===== src/rtl/fetch_pkg.sv =====
// Shared types and constants for the instruction fetch sequencer.
// HALT is only reachable when HALT_DETECT_EN is defined.
package fetch_pkg;

  typedef enum logic [1:0] {
    RUN  = 2'd0,
    ERR  = 2'd1,
    HALT = 2'd2
  } fetch_state_t;

  typedef struct packed {
    logic [31:0] inst;
    logic [63:0] pc;
  } fetch_entry_t;

  localparam logic [31:0] HALT_WORD = 32'h00000000;
  localparam int          PC_STEP   = 4;

endpackage


===== src/rtl/fetch_fifo.sv =====
// DEPTH-entry synchronous prefetch queue of fetch entries.
// Flush empties the queue and wins over a same-cycle push.
module fetch_fifo
  import fetch_pkg::*;
#(
  parameter int DEPTH = 2
) (
  input  logic         clk,
  input  logic         reset,
  input  logic         push,
  input  logic         pop,
  input  logic         flush,
  input  fetch_entry_t din,
  output logic         full,
  output logic         empty,
  output fetch_entry_t head
);

  localparam int PW = (DEPTH > 1) ? $clog2(DEPTH) : 1;

  fetch_entry_t        mem [DEPTH];
  logic [PW-1:0]       rd_ptr;
  logic [PW-1:0]       wr_ptr;
  logic [PW:0]         count;

  always_ff @(posedge clk) begin
    if (reset) begin
      rd_ptr <= '0;
      wr_ptr <= '0;
      count  <= '0;
      for (int i = 0; i < DEPTH; i++) mem[i] <= '0;
    end else if (flush) begin
      // the popped head and everything behind it is discarded together
      rd_ptr <= '0;
      wr_ptr <= '0;
      count  <= '0;
    end else begin
      if (push) begin
        mem[wr_ptr] <= din;
        wr_ptr      <= wr_ptr + PW'(1);
      end
      if (pop) rd_ptr <= rd_ptr + PW'(1);
      case ({push, pop})
        2'b10:   count <= count + (PW+1)'(1);
        2'b01:   count <= count - (PW+1)'(1);
        default: count <= count;
      endcase
    end
  end

  assign full  = (count == (PW+1)'(DEPTH));
  assign empty = (count == '0);
  assign head  = mem[rd_ptr];

endmodule


===== src/rtl/imem_fetch_ctrl.sv =====
// Fetch sequencer: owns the fetch PC, fills the prefetch queue from the ROM,
// handles redirects and address faults. HALT_DETECT_EN adds zero-word halt.
module imem_fetch_ctrl
  import fetch_pkg::*;
#(
  parameter int          N        = 64,
  parameter int          DEPTH    = 2,
  parameter int          AW       = 6,
  parameter logic [N-1:0] RESET_PC = '0
) (
  input  logic          clk,
  input  logic          reset,
  input  logic          redirect_valid,
  input  logic [N-1:0]  redirect_pc,
  output logic [AW-1:0] imem_addr,
  input  logic [31:0]   imem_q,
  output logic          inst_valid,
  input  logic          inst_ready,
  output logic [31:0]   inst,
  output logic [N-1:0]  inst_pc,
  output logic          fetch_err
`ifdef HALT_DETECT_EN
  ,
  output logic          halted
`endif
);

  fetch_state_t  state;
  fetch_state_t  state_nxt;
  logic [N-1:0]  fetch_pc;
  logic [N-1:0]  fetch_pc_nxt;
  logic          push;
  logic          pop;
  logic          flush;
  logic          set_err;
  logic          fault;
  logic          halt_hit;
  logic          full;
  logic          empty;
  fetch_entry_t  push_entry;
  fetch_entry_t  head;

  assign imem_addr = fetch_pc[AW+1:2];
  assign fault     = (fetch_pc[1:0] != 2'b00) || (fetch_pc[N-1:AW+2] != '0);
  assign pop       = inst_valid && inst_ready;

`ifdef HALT_DETECT_EN
  assign halt_hit = (imem_q == HALT_WORD);
  assign halted   = (state == HALT);
`else
  assign halt_hit = 1'b0;
`endif

  always_ff @(posedge clk) begin
    if (reset) begin
      state     <= RUN;
      fetch_pc  <= RESET_PC;
      fetch_err <= 1'b0;
    end else begin
      state    <= state_nxt;
      fetch_pc <= fetch_pc_nxt;
      if (set_err) fetch_err <= 1'b1;
    end
  end

  always_comb begin
    state_nxt    = state;
    fetch_pc_nxt = fetch_pc;
    push         = 1'b0;
    flush        = 1'b0;
    set_err      = 1'b0;
    if (redirect_valid) begin
      flush        = 1'b1;
      fetch_pc_nxt = redirect_pc;
      state_nxt    = RUN;
    end else begin
      case (state)
        RUN: begin
          if (fault) begin
            set_err   = 1'b1;
            state_nxt = ERR;
          end else if (halt_hit) begin
            // fetch_pc stays on the zero word so a later redirect is the only way out
            state_nxt = HALT;
          end else if (!full || pop) begin
            push         = 1'b1;
            fetch_pc_nxt = fetch_pc + N'(PC_STEP);
          end
        end
        default: ;
      endcase
    end
  end

  always_comb begin
    push_entry      = '0;
    push_entry.inst = imem_q;
    push_entry.pc   = 64'(fetch_pc);
  end

  fetch_fifo #(
    .DEPTH (DEPTH)
  ) u_fifo (
    .clk   (clk),
    .reset (reset),
    .push  (push),
    .pop   (pop),
    .flush (flush),
    .din   (push_entry),
    .full  (full),
    .empty (empty),
    .head  (head)
  );

  assign inst_valid = !empty;
  assign inst       = inst_valid ? head.inst : 32'h0;
  assign inst_pc    = inst_valid ? head.pc[N-1:0] : '0;

endmodule

===== config.mk =====
export PLATFORM = sky130hd
export DESIGN_NAME = imem_fetch_ctrl
export DESIGN_NICKNAME = d
export VERILOG_FILES = /design/src/rtl/fetch_pkg.sv /design/src/rtl/fetch_fifo.sv /design/src/rtl/imem_fetch_ctrl.sv
export SDC_FILE = /design/constraint.sdc
export NUM_CORES = 1
export LEC_CHECK = 0
export CORE_UTILIZATION = 52
export DETAILED_ROUTE_END_ITERATION = 8
export PLACE_DENSITY = 0.83
export SLEW_MARGIN = 20
export SYNTH_ARGS = -nofsm -noshare
export SYNTH_HDL_FRONTEND = slang
export SYNTH_SLANG_ARGS = --single-unit

===== constraint.sdc =====
create_clock -name clk -period 16.3 [get_ports clk]
set_clock_uncertainty 0.05 [all_clocks]
set_input_delay 1.63 -clock clk [delete_from_list [all_inputs] [get_ports clk]]
set_output_delay 1.63 -clock clk [all_outputs]
set_load 0.02 [all_outputs]

Yosys cells after proc, flatten, opt, wreduce, memory -nomap -nowiden. Memories as Yosys holds them, arrays and structs flattened. A register that Yosys moved wholly into a read port is not among the register bits. Index checks and enable logic that the tools add are counted.

Bits in registers: 70. RAM bits: 192. Output and inout bits: 104. Memories kept: 1.

Memory list: u_fifo.mem (depth 2, width 96, rd ports 1, clocked after Yosys merged registers in 1, write ports 2, RTL line fetch_fifo.sv:21) `fetch_entry_t mem [DEPTH];`.

$add $sub $neg: 5. Equality and inequality tests: 4. Mux-type cells: 26. Reductions and logical operators: 17.

Operator list (count): 64-bit 2-to-1 mux (5); 96-bit 2-to-1 mux (1); 96-bit OR reduction (1); 64-bit by 3-bit adder with 64-bit output, second input constant (1); 56-bit nonzero test (1); 32-bit 2-to-1 mux (1); 1-bit 2-to-1 mux (18); 2-bit nonzero test (4); 2-bit == test, second input constant (2); 2-bit zero test (2); 2-bit case mux with 2 select lines (1); 2-bit OR reduction (2); 3-bit AND reduction (1); 1-bit adder, second input constant (2); 2-bit by 1-bit adder with 2-bit output, second input constant (1); 2-bit by 1-bit == test with 1-bit output, second input constant (1); 1-bit zero test (2); 1-bit logical OR (2); 2-bit != test, second input constant (1); 2-bit AND reduction (1); 2-bit by 1-bit subtractor with 2-bit output, second input constant (1); 1-bit logical AND (1).

Longest topological paths before layout.
Depth after elaboration: 14. Depth in mapped cells: 10.

Cells and area by module. From an unflattened synthesis, not the netlist that was laid out.

Cells, all modules: 937. Area, all modules: 11942.7 um2.

Modules (own cells, without submodules): fetch_fifo (times used 1, cells an instance 559, area each 8619.5 um2); imem_fetch_ctrl (times used 1, cells an instance 378, area each 3323.2 um2).

Worst setup path after synthesis. Ideal clock, no wire load.

Kind: input -> register. Start point: input redirect_valid. End point: memory u_fifo.mem[1][0] (netlist name) (enable). Library setup time: 0.813 ns. Arrival time: 11.859 ns. Data required time: 15.437 ns. Slack: 3.578 ns. Stages on the path: 3. Path buffers: 2. Path through: clkbuf_1 buf_1 o41ai_1.

RTL lines: start: declaration (RTL line imem_fetch_ctrl.sv:13) `input logic redirect_valid,`; end: declaration (RTL line fetch_fifo.sv:21).

==> flow_metrics.tcl <==
set metrics [dict create \
    min_to "fetch_err" \
    yosys-top-cells-area "edfxtp_1 (54%), mux2i_1 (15%), dfxtp_1 (13%)" \
    cts_max_path_buffers 3 \
    cp_data_required_time_ps 14620 \
    synth_top_area_cell "edfxtp_1" \
    vias 6831 \
    combinationalPowerShare_pct 5.6 \
    path_buf_inv 2 \
    cp_slowest_cell "dfxtp_4" \
    cts_buffers 26 \
    grt_pass1_wl_um 34800 \
    synth_flop_cell "edfxtp_1" \
    power_per_cell_area_nw_per_um2 102 \
    met2_length_um 10900 \
    power.internal_mw 1.14 \
    switching_share_pct 20.6 \
    place_ws_ps 11810 \
    final_core_util_pct 71.8 \
    yosysMostFrequentCell "edfxtp_1" \
    slew_viol_final 0 \
    grt_usage_pct 20.7 \
    clock_latency_ps 520 \
    synth.cell_area_um2 10600 \
    crit_arrival_ps 3240 \
    ff2ff_path_depth 6 \
    gr-total-overflow 0 \
    nets 1200 \
    post_cts_buffers 0 \
    end_kind "output port" \
    tightest_slew_ps 1030 \
    drc 0 \
    met1_length_um 9040 \
    synthMuxAreaShare_pct 14.5 \
    path_clk_slew_ps 60 \
    yosys_warnings 0 \
    fill_cells 1326 \
    grt_pass1_vias 6757 \
    die_h_um 145 \
    cts_root_buf "clkbuf_16" \
    worstPathMaxFanout 53 \
    final_layout_size_suffix_gt1_share_pct 5.55 \
    path_class "reg -> out" \
    pwr-share-seq_pct 53.2 \
    r2r_end "u_fifo.mem[0][29]" \
    leakagePower_nw 5.23 \
    hold_ws_ps 399 \
    min_path_cells 2 \
    syn2layout_area_growth_pct 33.2 \
    synth_top_area_share_pct 54.3 \
    dr.pass1.iters 4 \
    dp_hpwl_um 14000 \
    portBuffers 203 \
    cts_hold_buf 0 \
    grt_max_degree 98 \
    synth_compound_area_share_pct 1.66 \
    ir_drop_mv 0.0908 \
    switching_power_mw 0.296 \
    core-area_um2 19700 \
    crit_chain "buf_4 -> mux2i_1 -> nor2_1 -> clkdlybuf4s50_1" \
    start_util_pct 53.9 \
    met3_wirelength_um 1400 \
    die_w_um 145 \
    fin_setup_tns_ps 0 \
    hold_path_startpoint "fetch_err" \
    maxCapViolCount 0 \
    antenna_found_initial 2 \
    dr.first_iter.drc_count 503 \
    cts_sinks 263 \
    ant_nets 0 \
    synth-simple-area-share_pct 13.1 \
    outcome "finished clean" \
    gp_routability_congestion 0.768 \
    worstSetupPathDepth 4 \
    ff2ff_setup_slack_ps 13260 \
    seqCellArea_um2 7190 \
    ys_seq_area_share_pct 67.7 \
    post_cts_resize_count 0 \
    power.share.clock_pct 41.2 \
    synth_cells 794 \
    fin_crit_ps 4920 \
    rows 51 \
    hold_path_class "reg -> reg" \
    yosys.cell_types.count 41 \
    setup-violations-final 0 \
    avgSynthCellArea_um2 13.4 \
    ys_seq_elements 263 \
    top_layer "met4" \
    hold_violations 0 \
    wl_um 21900 \
    synth_top_family_by_area "multiplexers" \
    max_stage_delay_ps 950 \
    critical_path.top_delay_family "buffers and inverters" \
    synth_edf_count 192 \
    multi_input_area_um2 3620 \
    regToRegStartpoint "fetch_pc[60]" \
    yosys.area_share.xor_xnor_pct 0.247 \
    fin_ws_ps 11380 \
    wl_per_cell_um 15.8 \
    timing.fmax_mhz 203 \
    htreeDepth 1 \
    boundaryPins 204 \
    synth_fa_ha_area_share_pct 0.236 \
    die_area_um2 21000 \
    vias_per_cell 4.93 \
    slew_headroom_pct 31.1 \
    ys_top_cells_by_count "edfxtp_1 (192), nor2_1 (168), mux2i_1 (154)" \
    cts_tree "done" \
    synthArstFlopShare_pct 0 \
    rsz0062_at_grt "no" \
    cp-start-kind "flip-flop" \
    min_period_over_period_pct 30.2 \
]
[through the flow]
stage / power (mW) / cell area, um2 / cells
2_1_floorplan: 0.821 / 11100 / 909
4_1_cts: 1.45 / 14100 / 1383
3_5_place_dp: 0.859 / 13300 / 1335
3_3_place_gp: 0.856 / 13300 / 1335
6_report: 1.44 / 14100 / 1385
5_1_grt: 1.49 / 14100 / 1385
[routing by layer]
layer,global-route usage [%],up-vias
met1,25.9,3257
met2,34.8,210
met3,5.38,39
met4,7.34,0
li1,-,3325
met5,0,-
[worst min-delay path, delay by kind of cell, from the launching register on]
family / cells / cell delay [ps]
buf+inv: 1 / 50
flops: 1 / 310
compound gates: 1 / 50
[state kept, by name, summed over array words and instances (netlist names), named ones only]
signal	cells
fetch_err	1
fetch_pc	64
state	1
u_fifo.count	2
u_fifo.mem	192
u_fifo.rd_ptr	1
u_fifo.wr_ptr	1
[worst max-delay path by stage]
stage / slack [ps] / endpoint / start
final: 11380 / inst_pc[20] / flip-flop
after global placement: 11850 / u_fifo.mem[0][25] / inst_ready
after CTS: 11340 / inst_pc[20] / flip-flop
after floorplan: 3580 / u_fifo.mem[1][0] / redirect_valid
after detailed placement: 11810 / u_fifo.mem[0][29] / inst_ready
after global routing: 11200 / inst_pc[24] / flip-flop
[logic make-up (layout without fill, tap and decap cells)]
kind of cell,count (synthesis),after routing
simple gates,288,288
flops,263,263
mux,154,154
buf+inv,59,268
compound gates,24,24
xor+xnor,3,3
fa+ha+maj,2,2
other cells,1,118
[cells in the final DEF (no fill, tap or decap), types with 2 or more instances in the layout]
| master | count |
|---|---|
| a211o_1 | 2 |
| a21oi_1 | 3 |
| a221oi_1 | 2 |
| a311oi_1 | 4 |
| and2_1 | 77 |
| and4_1 | 3 |
| buf_4 | 8 |
| buf_6 | 2 |
| bufinv_16 | 2 |
| clkbuf_1 | 4 |
| clkbuf_16 | 28 |
| clkdlybuf4s50_1 | 201 |
| clkinv_1 | 3 |
| clkinv_2 | 5 |
| clkinv_4 | 3 |
| clkinvlp_4 | 3 |
| conb_1 | 116 |
| dfxtp_1 | 70 |
| diode_2 | 2 |
| edfxtp_1 | 192 |
| ha_1 | 2 |
| inv_1 | 7 |
| mux2i_1 | 154 |
| nand2_1 | 5 |
| nand3_1 | 4 |
| nand4_1 | 5 |
| nor2_1 | 167 |
| nor3_1 | 2 |
| nor4_1 | 15 |
| o21ai_0 | 6 |
| or3_1 | 3 |
| xnor2_1 | 2 |
[area by class of cell]
cell class / count / area share [%]
Clock inverter: 15 / 0.999
Multi-Input combinational cell: 587 / 25.6
Tap cell: 265 / 2.34
Timing Repair Buffer: 212 / 14.8
Sequential cell: 263 / 50.8
Clock buffer: 33 / 5.16
Inverter: 8 / 0.212
Antenna cell: 2 / 0.0354
[power groups by stage]
stage	logic [mW]	clock network, mW	registers, mW
after floorplan	0.0427	0	0.778
after global placement	0.0778	0	0.778
after detailed placement	0.0797	0	0.779
after CTS	0.0804	0.606	0.765
after global routing	0.0882	0.633	0.767
final	0.0808	0.593	0.765
No activity file was read; power rests on OpenSTA's default activity.
